## src/rtl/mul_div_unit_if.sv

```systemverilog
// Request/response bundle between the EX stage and the iterative RV32M multiply/divide unit.
// The EX stage is the master; the unit is the slave.
interface mul_div_unit_if #(parameter int DATA_W = 32);
    logic              start;
    logic [2:0]        funct3;
    logic [DATA_W-1:0] rs1_val;
    logic [DATA_W-1:0] rs2_val;
    logic              flush;
    logic              busy;
    logic              done;
    logic [DATA_W-1:0] result;

    modport master (
        output start, funct3, rs1_val, rs2_val, flush,
        input  busy, done, result
    );

    modport slave (
        input  start, funct3, rs1_val, rs2_val, flush,
        output busy, done, result
    );
endinterface

```

## src/rtl/mul_div_unit.sv

```systemverilog
// Iterative RV32M unit: 32-step shift-add multiply and restoring divide on operand magnitudes.
// Divide-by-zero and signed overflow bypass the iteration and complete in one cycle.
module mul_div_unit (
    input  logic          clk,
    input  logic          rst_n,
    mul_div_unit_if.slave bus
);
    localparam int DATA_W = 32;

    typedef enum logic [1:0] {IDLE, CALC, DONE} state_t;

    state_t              state;
    logic [2:0]          op;
    logic [5:0]          cnt;
    logic [2*DATA_W-1:0] acc;
    logic [DATA_W-1:0]   opb;
    logic                neg_q;
    logic                neg_r;
    logic                busy_q;
    logic                done_q;
    logic [DATA_W-1:0]   result_q;

    logic                is_div;
    logic                sgn1;
    logic                sgn2;
    logic                div_zero;
    logic                div_ovf;
    logic [DATA_W-1:0]   mag1;
    logic [DATA_W-1:0]   mag2;
    logic [DATA_W-1:0]   fast_res;
    logic [2*DATA_W-1:0] step_acc;
    logic [DATA_W:0]     mul_sum;
    logic [DATA_W+1:0]   div_diff;

    function automatic logic [DATA_W-1:0] magnitude(input logic signed [DATA_W-1:0] v,
                                                    input logic is_neg);
        logic signed [DATA_W-1:0] n;
        n = -v;
        return is_neg ? DATA_W'(n) : DATA_W'(v);
    endfunction

    // Apply the deferred sign to the raw magnitude result and pick the requested half.
    function automatic logic [DATA_W-1:0] finalize(input logic [2:0] f,
                                                   input logic [2*DATA_W-1:0] a,
                                                   input logic nq,
                                                   input logic nr);
        logic signed [2*DATA_W-1:0] prod;
        logic signed [DATA_W-1:0]   quot;
        logic signed [DATA_W-1:0]   rem;
        prod = nq ? -$signed(a) : $signed(a);
        quot = nq ? -$signed(a[DATA_W-1:0]) : $signed(a[DATA_W-1:0]);
        rem  = nr ? -$signed(a[2*DATA_W-1:DATA_W]) : $signed(a[2*DATA_W-1:DATA_W]);
        if (!f[2])
            return (f[1:0] == 2'b00) ? prod[DATA_W-1:0] : prod[2*DATA_W-1:DATA_W];
        else if (!f[1])
            return quot;
        else
            return rem;
    endfunction

    // Request decode: operand signedness, magnitudes and the fast-path cases.
    always_comb begin
        is_div   = bus.funct3[2];
        sgn1     = bus.rs1_val[DATA_W-1] &
                   (is_div ? ~bus.funct3[0] : (bus.funct3 == 3'b001 || bus.funct3 == 3'b010));
        sgn2     = bus.rs2_val[DATA_W-1] &
                   (is_div ? ~bus.funct3[0] : (bus.funct3 == 3'b001));
        mag1     = magnitude(bus.rs1_val, sgn1);
        mag2     = magnitude(bus.rs2_val, sgn2);
        div_zero = is_div && (bus.rs2_val == '0);
        div_ovf  = is_div && !bus.funct3[0] &&
                   (bus.rs1_val == 32'h8000_0000) && (bus.rs2_val == 32'hFFFF_FFFF);
        if (div_zero)
            fast_res = bus.funct3[1] ? bus.rs1_val : 32'hFFFF_FFFF;
        else
            fast_res = bus.funct3[1] ? 32'h0000_0000 : 32'h8000_0000;
    end

    // One iteration: multiply adds then shifts right, divide shifts left then trial-subtracts.
    always_comb begin
        mul_sum  = {1'b0, acc[2*DATA_W-1:DATA_W]} + {1'b0, (acc[0] ? opb : {DATA_W{1'b0}})};
        div_diff = {1'b0, acc[2*DATA_W-1:DATA_W-1]} - {2'b00, opb};
        if (!op[2])
            step_acc = {mul_sum, acc[DATA_W-1:1]};
        else if (!div_diff[DATA_W+1])
            step_acc = {div_diff[DATA_W-1:0], acc[DATA_W-2:0], 1'b1};
        else
            step_acc = {acc[2*DATA_W-2:0], 1'b0};
    end

    always_ff @(posedge clk or negedge rst_n) begin
        if (!rst_n) begin
            state    <= IDLE;
            op       <= '0;
            cnt      <= '0;
            acc      <= '0;
            opb      <= '0;
            neg_q    <= 1'b0;
            neg_r    <= 1'b0;
            busy_q   <= 1'b0;
            done_q   <= 1'b0;
            result_q <= '0;
        end else begin
            done_q <= 1'b0;
            case (state)
                IDLE: begin
                    if (!bus.flush && bus.start) begin
                        op     <= bus.funct3;
                        cnt    <= '0;
                        neg_q  <= sgn1 ^ sgn2;
                        neg_r  <= sgn1;
                        busy_q <= 1'b1;
                        if (div_zero || div_ovf) begin
                            state    <= DONE;
                            done_q   <= 1'b1;
                            result_q <= fast_res;
                        end else begin
                            state <= CALC;
                            acc   <= {{DATA_W{1'b0}}, (is_div ? mag1 : mag2)};
                            opb   <= is_div ? mag2 : mag1;
                        end
                    end
                end
                CALC: begin
                    if (bus.flush) begin
                        state  <= IDLE;
                        busy_q <= 1'b0;
                    end else begin
                        acc <= step_acc;
                        cnt <= cnt + 6'd1;
                        if (cnt == 6'd31) begin
                            state    <= DONE;
                            done_q   <= 1'b1;
                            result_q <= finalize(op, step_acc, neg_q, neg_r);
                        end
                    end
                end
                default: begin
                    state  <= IDLE;
                    busy_q <= 1'b0;
                end
            endcase
        end
    end

    assign bus.busy   = busy_q;
    assign bus.done   = done_q;
    assign bus.result = result_q;
endmodule
```

## src/flat_wrapper.sv

```systemverilog
// flat-port wrapper written by rule: the top's interface ports become plain ports
module mul_div_unit_flat 
  (clk, rst_n, bus_start, bus_funct3, bus_rs1_val, bus_rs2_val, bus_flush, bus_busy, bus_done, bus_result);
  mul_div_unit_if bus_i ();
  input  logic clk;
  input  logic rst_n;
  input wire logic [$bits(bus_i.start)-1:0] bus_start;
  input wire logic [$bits(bus_i.funct3)-1:0] bus_funct3;
  input wire logic [$bits(bus_i.rs1_val)-1:0] bus_rs1_val;
  input wire logic [$bits(bus_i.rs2_val)-1:0] bus_rs2_val;
  input wire logic [$bits(bus_i.flush)-1:0] bus_flush;
  output wire logic [$bits(bus_i.busy)-1:0] bus_busy;
  output wire logic [$bits(bus_i.done)-1:0] bus_done;
  output wire logic [$bits(bus_i.result)-1:0] bus_result;
  assign bus_i.start = bus_start;
  assign bus_i.funct3 = bus_funct3;
  assign bus_i.rs1_val = bus_rs1_val;
  assign bus_i.rs2_val = bus_rs2_val;
  assign bus_i.flush = bus_flush;
  assign bus_busy = bus_i.busy;
  assign bus_done = bus_i.done;
  assign bus_result = bus_i.result;
  mul_div_unit u_core (.clk(clk), .rst_n(rst_n), .bus(bus_i));
endmodule
```

## config.mk

```make
export PLATFORM = sky130hd
export DESIGN_NAME = mul_div_unit_flat
export DESIGN_NICKNAME = d
export VERILOG_FILES = /design/src/rtl/mul_div_unit_if.sv /design/src/rtl/mul_div_unit.sv /design/src/flat_wrapper.sv
export SDC_FILE = /design/constraint.sdc
export NUM_CORES = 1
export LEC_CHECK = 0
export BUFFER_PORTS_ARGS = -buffer_cell sky130_fd_sc_hd__buf_2
export CORE_MARGIN = 5
export CORE_UTILIZATION = 43
export CTS_CLUSTER_SIZE = 14
export DETAILED_ROUTE_END_ITERATION = 12
export PLACE_DENSITY = 0.58
export SETUP_SLACK_MARGIN = 0.05
export SLEW_MARGIN = 20
export SYNTH_ARGS = -nofsm -noshare
export SYNTH_HDL_FRONTEND = slang
export SYNTH_SLANG_ARGS = --single-unit
```

## constraint.sdc

```tcl
create_clock -name clk -period 15.4 [get_ports clk]
set_input_delay 0 -clock clk [delete_from_list [all_inputs] [get_ports clk]]
set_output_delay 0 -clock clk [all_outputs]
set_load 0.01 [all_outputs]
```

# Word level (Yosys, flattened, before mapping)
# Index checks and enable logic that the tools add are counted.
[word_totals]
regBits = 143
input_bits = 71
out_inout_bits = 34
elab_cells = 99
[classes]
add_sub_neg = 8
n_eq_ne = 13
n_mux = 43
bitwise = 5
reduce_logical = 20
[op_table]
columns = ["cell", "n"]
rows = [
  ["$mux W32", 17],
  ["$mux W64", 6],
  ["$neg A32 Y32", 4],
  ["$pmux W64 S2", 1],
  ["$eq A32 B32 Y1 const B", 2],
  ["$neg A64 Y64", 1],
  ["$pmux W32 S2", 1],
  ["$sub A33 B32 Y34", 1],
  ["$add A32 B32 Y33", 1],
  ["$logic_not A32 Y1", 1],
  ["$mux W6", 2],
  ["$pmux W6 S2", 1],
  ["$mux W1", 8],
  ["$mux W2", 4],
  ["$add A6 B1 Y6 const B", 1],
  ["$eq A6 B5 Y1 const B", 1],
  ["$ne A2 B1 Y1 const B", 3],
  ["$ne A2 B2 Y1 const B", 3],
  ["$reduce_and A2 Y1", 3],
  ["$reduce_and A3 Y1", 2],
  ["$logic_and A1 B1 Y1", 5],
  ["$reduce_and A5 Y1", 1],
  ["$logic_not A2 Y1", 2],
  ["$pmux W1 S2", 2],
  ["12 further kinds", 16],
]

# Logic depth before layout (Yosys ltp)
[depth]
word_depth = 10
depth_mapped = 25

# Worst setup path before layout
# No wires, ideal clock.
[synth_timing]
kind = "register to register"
startpoint = "reg u_core.acc[39]"
endpoint = "reg u_core.result_q[28], in the netlist u_core.bus.result[28]"
setup_time_ns = 0.144
arrival_ns = 4.817
t_required_ns = 15.256
setup_slack_ns = 10.439
stages_incl_launch_ff = 21
n_path_buf = 3
cell_sequence = "dfrtp_1 > ha_1 > buf_6 > a21o_1 > a31o_1 > o211a_4 > o2111a_1 > buf_6 > o21ai_4 > a21boi_0 > ha_1 > nand2_1 > or2_2 > nor4_1 > nand4_1 > or2_2 > buf_2 > nor4_4 > mux2i_1 > a2111oi_0 > o32ai_1"
[synth_between]
elab_chain_cells = 10
[synth_rtl]
columns = ["element", "line", "text"]
rows = [
  ["from (decl)", "mul_div_unit.sv:15", "logic [2*DATA_W-1:0] acc;"],
  ["from (signal assigned)", "mul_div_unit.sv:119", "acc <= {{DATA_W{1'b0}}, (is_div ? mag1 : mag2)};"],
  ["from (signal assigned)", "mul_div_unit.sv:129", "acc <= step_acc;"],
  ["$sub A33 B32 Y34", "mul_div_unit.sv:82", "div_diff = {1'b0, acc[2*DATA_W-1:DATA_W-1]} - {2'b00, opb};"],
  ["$mux W64", "mul_div_unit.sv:85", "else if (!div_diff[DATA_W+1])"],
  ["$mux W64 *", "mul_div_unit.sv:83", "if (!op[2])"],
  ["$neg A64 Y64, or another cell as far along", "mul_div_unit.sv:50", "prod = nq ? -$signed(a) : $signed(a);"],
  ["$mux W64, or another cell as far along", "mul_div_unit.sv:50", ""],
  ["$mux W32 (on tied branches)", "mul_div_unit.sv:54, mul_div_unit.sv:55", ""],
  ["$mux W32 *", "mul_div_unit.sv:53", "if (!f[2])"],
  ["$mux W32 *", "mul_div_unit.sv:131", "if (cnt == 6'd31) begin"],
  ["$mux W32 *", "mul_div_unit.sv:125", "if (bus.flush) begin"],
  ["$pmux W32 S2 *", "mul_div_unit.sv:105", "case (state)"],
  ["to (signal assigned)", "mul_div_unit.sv:116", "result_q <= fast_res;"],
  ["to (signal assigned)", "mul_div_unit.sv:134", "result_q <= finalize(op, step_acc, neg_q, neg_r);"],
  ["to (decl)", "mul_div_unit.sv:21", "logic [DATA_W-1:0] result_q;"],
]
# Mark *: on every way between the ends. The rest lies on a longest branch, timed or not. The select of a mux whose other input is x is not followed.
# A chain may end at the register's enable or synchronous reset.

# Worst setup path after layout
[layout_timing]
startpoint = "reg u_core.acc[41]"
endpoint = "reg u_core.result_q[2], in the netlist u_core.bus.result[2]"
[layout_between]
elab_chain_cells = 10
[layout_rtl]
columns = ["element", "line"]
rows = [
  ["$sub A33 B32 Y34 *", "mul_div_unit.sv:82"],
  ["$mux W64 *", "mul_div_unit.sv:85"],
  ["$mux W64 *", "mul_div_unit.sv:83"],
  ["$neg A64 Y64, or another cell as far along", "mul_div_unit.sv:50"],
  ["$mux W64, or another cell as far along", "mul_div_unit.sv:50"],
  ["$mux W32 (on tied branches)", "mul_div_unit.sv:54, mul_div_unit.sv:55"],
  ["$mux W32 *", "mul_div_unit.sv:53"],
  ["$mux W32 *", "mul_div_unit.sv:131"],
  ["$mux W32 *", "mul_div_unit.sv:125"],
  ["$pmux W32 S2 *", "mul_div_unit.sv:105"],
]
# Marked as above.

==> run summary <==
Post-Synthesis Cells -> 2217
leading cell type by number of instances after synthesis -> nand2_1
Synth warnings -> 0
Pint -> 1.57 mW
Commonest cells post-synth -> 262 x nand2_1, 235 x o21ai_0, 210 x nor2_1
Post-Synth Simple-Gate Area -> 24.0%
Hold Violations, Final -> 0
Tcrit/Tclk final -> 40.9%
Final Max Slew Viols -> 0
most common flop cell mapped by yosys -> dfrtp_1
critical path peak fanout -> 19
post-layout min period -> 6.30 ns
sw frac -> 55.9%
Worst path slowest cell -> o2111a_1
# DRC -> 0
Post-synth EDFFs -> 0
final setup fails -> 0
GR Overflow Total -> 0
cell area after synthesis -> 0.0165 mm^2
Synth top area share -> 21.7%
clk_lat worst skew -> 0.46 ns
Total GRT Usage -> 33.5%
Top delay family on crit path -> compound AO/OA/AOI/OAI gates
Synth Area in Compound Gates -> 30.4%
share of the yosys chip area belonging to registers -> 21.7%
syn nets -> 2360
starting DRC count in detailed routing -> 1966
CTS buffer count -> 17
Placeable Area -> 0.0378 mm^2
CTS tree -> built
Pwr per Cell Area -> 198 mW/mm^2
CTS Hold Buffers Added -> 8
Clock Tree Buf Depth -> 2
fin nets -> 2391
RSZ-0062 raised after global routing -> false
detailed-route via count -> 17610
multiplexer share of the synthesized area -> 3.43%
asr flop ratio synth -> 100%
first-pass GRT wire length -> 107000 um
vias in the first global route -> 16293
Combinational Power Share -> 71.1%
CP Class -> reg -> reg
Routed wire per std cell -> 26.0 um
Post-CTS Resized -> 0
critical path required time -> 15.79 ns
fraction of power consumed by the clock network -> 12.5%
global placement routability congestion -> 0.987
die width -> 206 um
Initial Util -> 43.6%
relative slew slack -> 26.9%
setup fix buffers added after clock tree synthesis -> 0
Fmax achieved -> 0.159 GHz
Hold WC Path Type -> in -> reg
Worst Skew -> 0.0162 ns
Hold Slack -> 0.0191 ns
Worst setup EP type -> flop
P&R area growth vs syn -> 9.40%
crit path cell chain -> ha_1 > a21oi_1 > o21ai_0 > a21o_1 > o2111a_1 > o21ai_4 > a21boi_0 > ha_1 > nand2_1 > or2_2 > nor4_1 > nand4_1 > or2_2 > inv_1 > a21o_1 > xnor2_1 > o22ai_1 > a311oi_1 > nor2_1 > a21oi_1
Port-buffer cells -> 104
clock-pin slew on the worst setup and hold paths -> 0.07 ns
Peak VDD IR -> 93.1 uV
fin util -> 47.7%
Seq cells post-synth -> 143
vias per cell -> 6.35
# H-tree levels -> 4
CP Buf/Inv Count -> 1
# fillers -> 3908
Area contributors post-synth -> dfrtp_1 22%, o21ai_0 7.1%, nand2_1 6.0%
Synth cell types -> 116
Post-Synth XOR/XNOR Area -> 9.79%
worst-margin pin slew -> 1.09 ns
DP HPWL -> 56100 um
CTS root buf -> clkbuf_16
pin count of the biggest net entering global routing -> 102
Die Ht -> 206 um
status -> completed
num ports -> 105
Die Area -> 0.0423 mm^2
biggest area consumer among synthesized cells -> dfrtp_1
syn_area_per_cell -> 7.42 um^2
Core Rows -> 71
layout cells sized above 1 -> 11.9%
First-pass DRT Iterations -> 5
adder-cell share of the synthesized area -> 5.56%
setup TNS -> 0 ns
NetSw -> 1.99 mW
ANT nets after route -> 0
number of max-cap violations -> 0
Worst setup SP type -> flop
critical path's largest stage delay -> 0.63 ns
crit path DAT -> 6.69 ns
Leak Pwr -> 7.62 nW
Final Total Pwr -> 3.57 mW
initial antenna violation count -> 3
largest family of logic cells by synthesized area -> compound AO/OA/AOI/OAI gates
clk sinks -> 143
Post-Route WL -> 72100 um
Seq pwr share -> 16.3%
state kept, by name, summed over array words and instances (netlist names):
name               cells
u_core.cnt             6
u_core.bus.busy        1
u_core.state           2
u_core.neg_q           1
u_core.opb            32
u_core.neg_r           1
u_core.bus.done        1
u_core.acc            64
u_core.bus.result     32
u_core.op              3
cells by family (layout without fill, tap and decap cells):
logic type / Yosys count / in the layout
xor+xnor: 184 / 184
simple gates: 795 / 795
compound gates: 765 / 765
flops: 143 / 143
other cells: 0 / 1
fa+ha+maj: 72 / 72
buf+inv: 203 / 247
mux: 55 / 55
power groups by stage:
stage          Sequential (mW)  Clock, mW  Combinational [mW]
2_1_floorplan            0.537          0                1.75
3_3_place_gp             0.579          0                2.47
3_5_place_dp             0.585          0                2.46
4_1_cts                  0.578      0.447                2.48
5_1_grt                  0.595      0.462                2.70
6_report                 0.583      0.446                2.54
worst paths after layout:
kind                                             end                 start  slack, ns  depth (start not counted)
min in group asynchronous             u_core.acc[52]                 rst_n       0.22                          2
max in group asynchronous             u_core.acc[20]                 rst_n      13.95                          3
worst min-delay path                 u_core.bus.busy             bus_start       0.02                          5
worst max-delay path            u_core.bus.result[2]        u_core.acc[41]       9.10                         20
worst max register to register  u_core.bus.result[2]        u_core.acc[41]       9.10                         20
worst min register to register  u_core.bus.result[0]  u_core.bus.result[0]       0.49                          2
stage by stage:
step	std cells	instance area (um^2)	setup WS (ns)
floorplan	2217	16500	10.44
global placement	2732	17300	9.44
detailed placement	2732	17300	9.28
CTS	2772	18000	9.23
global route	2772	18000	8.72
finish	2773	18000	9.10
metal layers:
metal	GRT usage (%)	part of all wire (%)
met1	49.0	45
met2	49.7	43
met3	5.48	8.4
met4	12.1	3.8
met5	0	0.0097
layout make-up:
type | count | area (um^2) | area share, %
flip-flops and latches | 143 | 3580 | 19.9
clock inverters | 13 | 151 | 0.841
repair buffers | 138 | 805 | 4.47
diodes | 1 | 2.50 | 0.0139
well taps | 511 | 639 | 3.55
multi-input cells | 1871 | 12100 | 67.1
clock buffers | 19 | 453 | 2.52
inverters | 77 | 289 | 1.61
worst reg2reg max path, delay by kind of cell (launching register included):
kind,cells,cell delay (ns)
AOI/OAI and AO/OA,10,3.07
xor gates and xnor gates,1,0.12
adders and majority gates,2,0.72
buffers and inverters,1,0.19
DFF,1,0.43
and+or+nand+nor,6,1.72
layout by cell type (no fill, tap or decap), drive strengths merged, types with 23 or more instances in the layout:
cell type | synthesis | final
a21o | 33 | 33
a21oi | 197 | 197
a22o | 23 | 23
a31oi | 36 | 36
and2 | 48 | 48
buf | 33 | 129
dfrtp | 143 | 143
ha | 70 | 70
inv | 75 | 80
mux2i | 47 | 47
nand2 | 264 | 264
nand2b | 24 | 24
nand3 | 35 | 35
nand4 | 38 | 38
nor2 | 212 | 212
nor3 | 43 | 43
o211ai | 29 | 29
o21ai | 251 | 251
o31ai | 27 | 27
xnor2 | 112 | 112
xor2 | 72 | 72
Power figures use the tool's default switching activity.
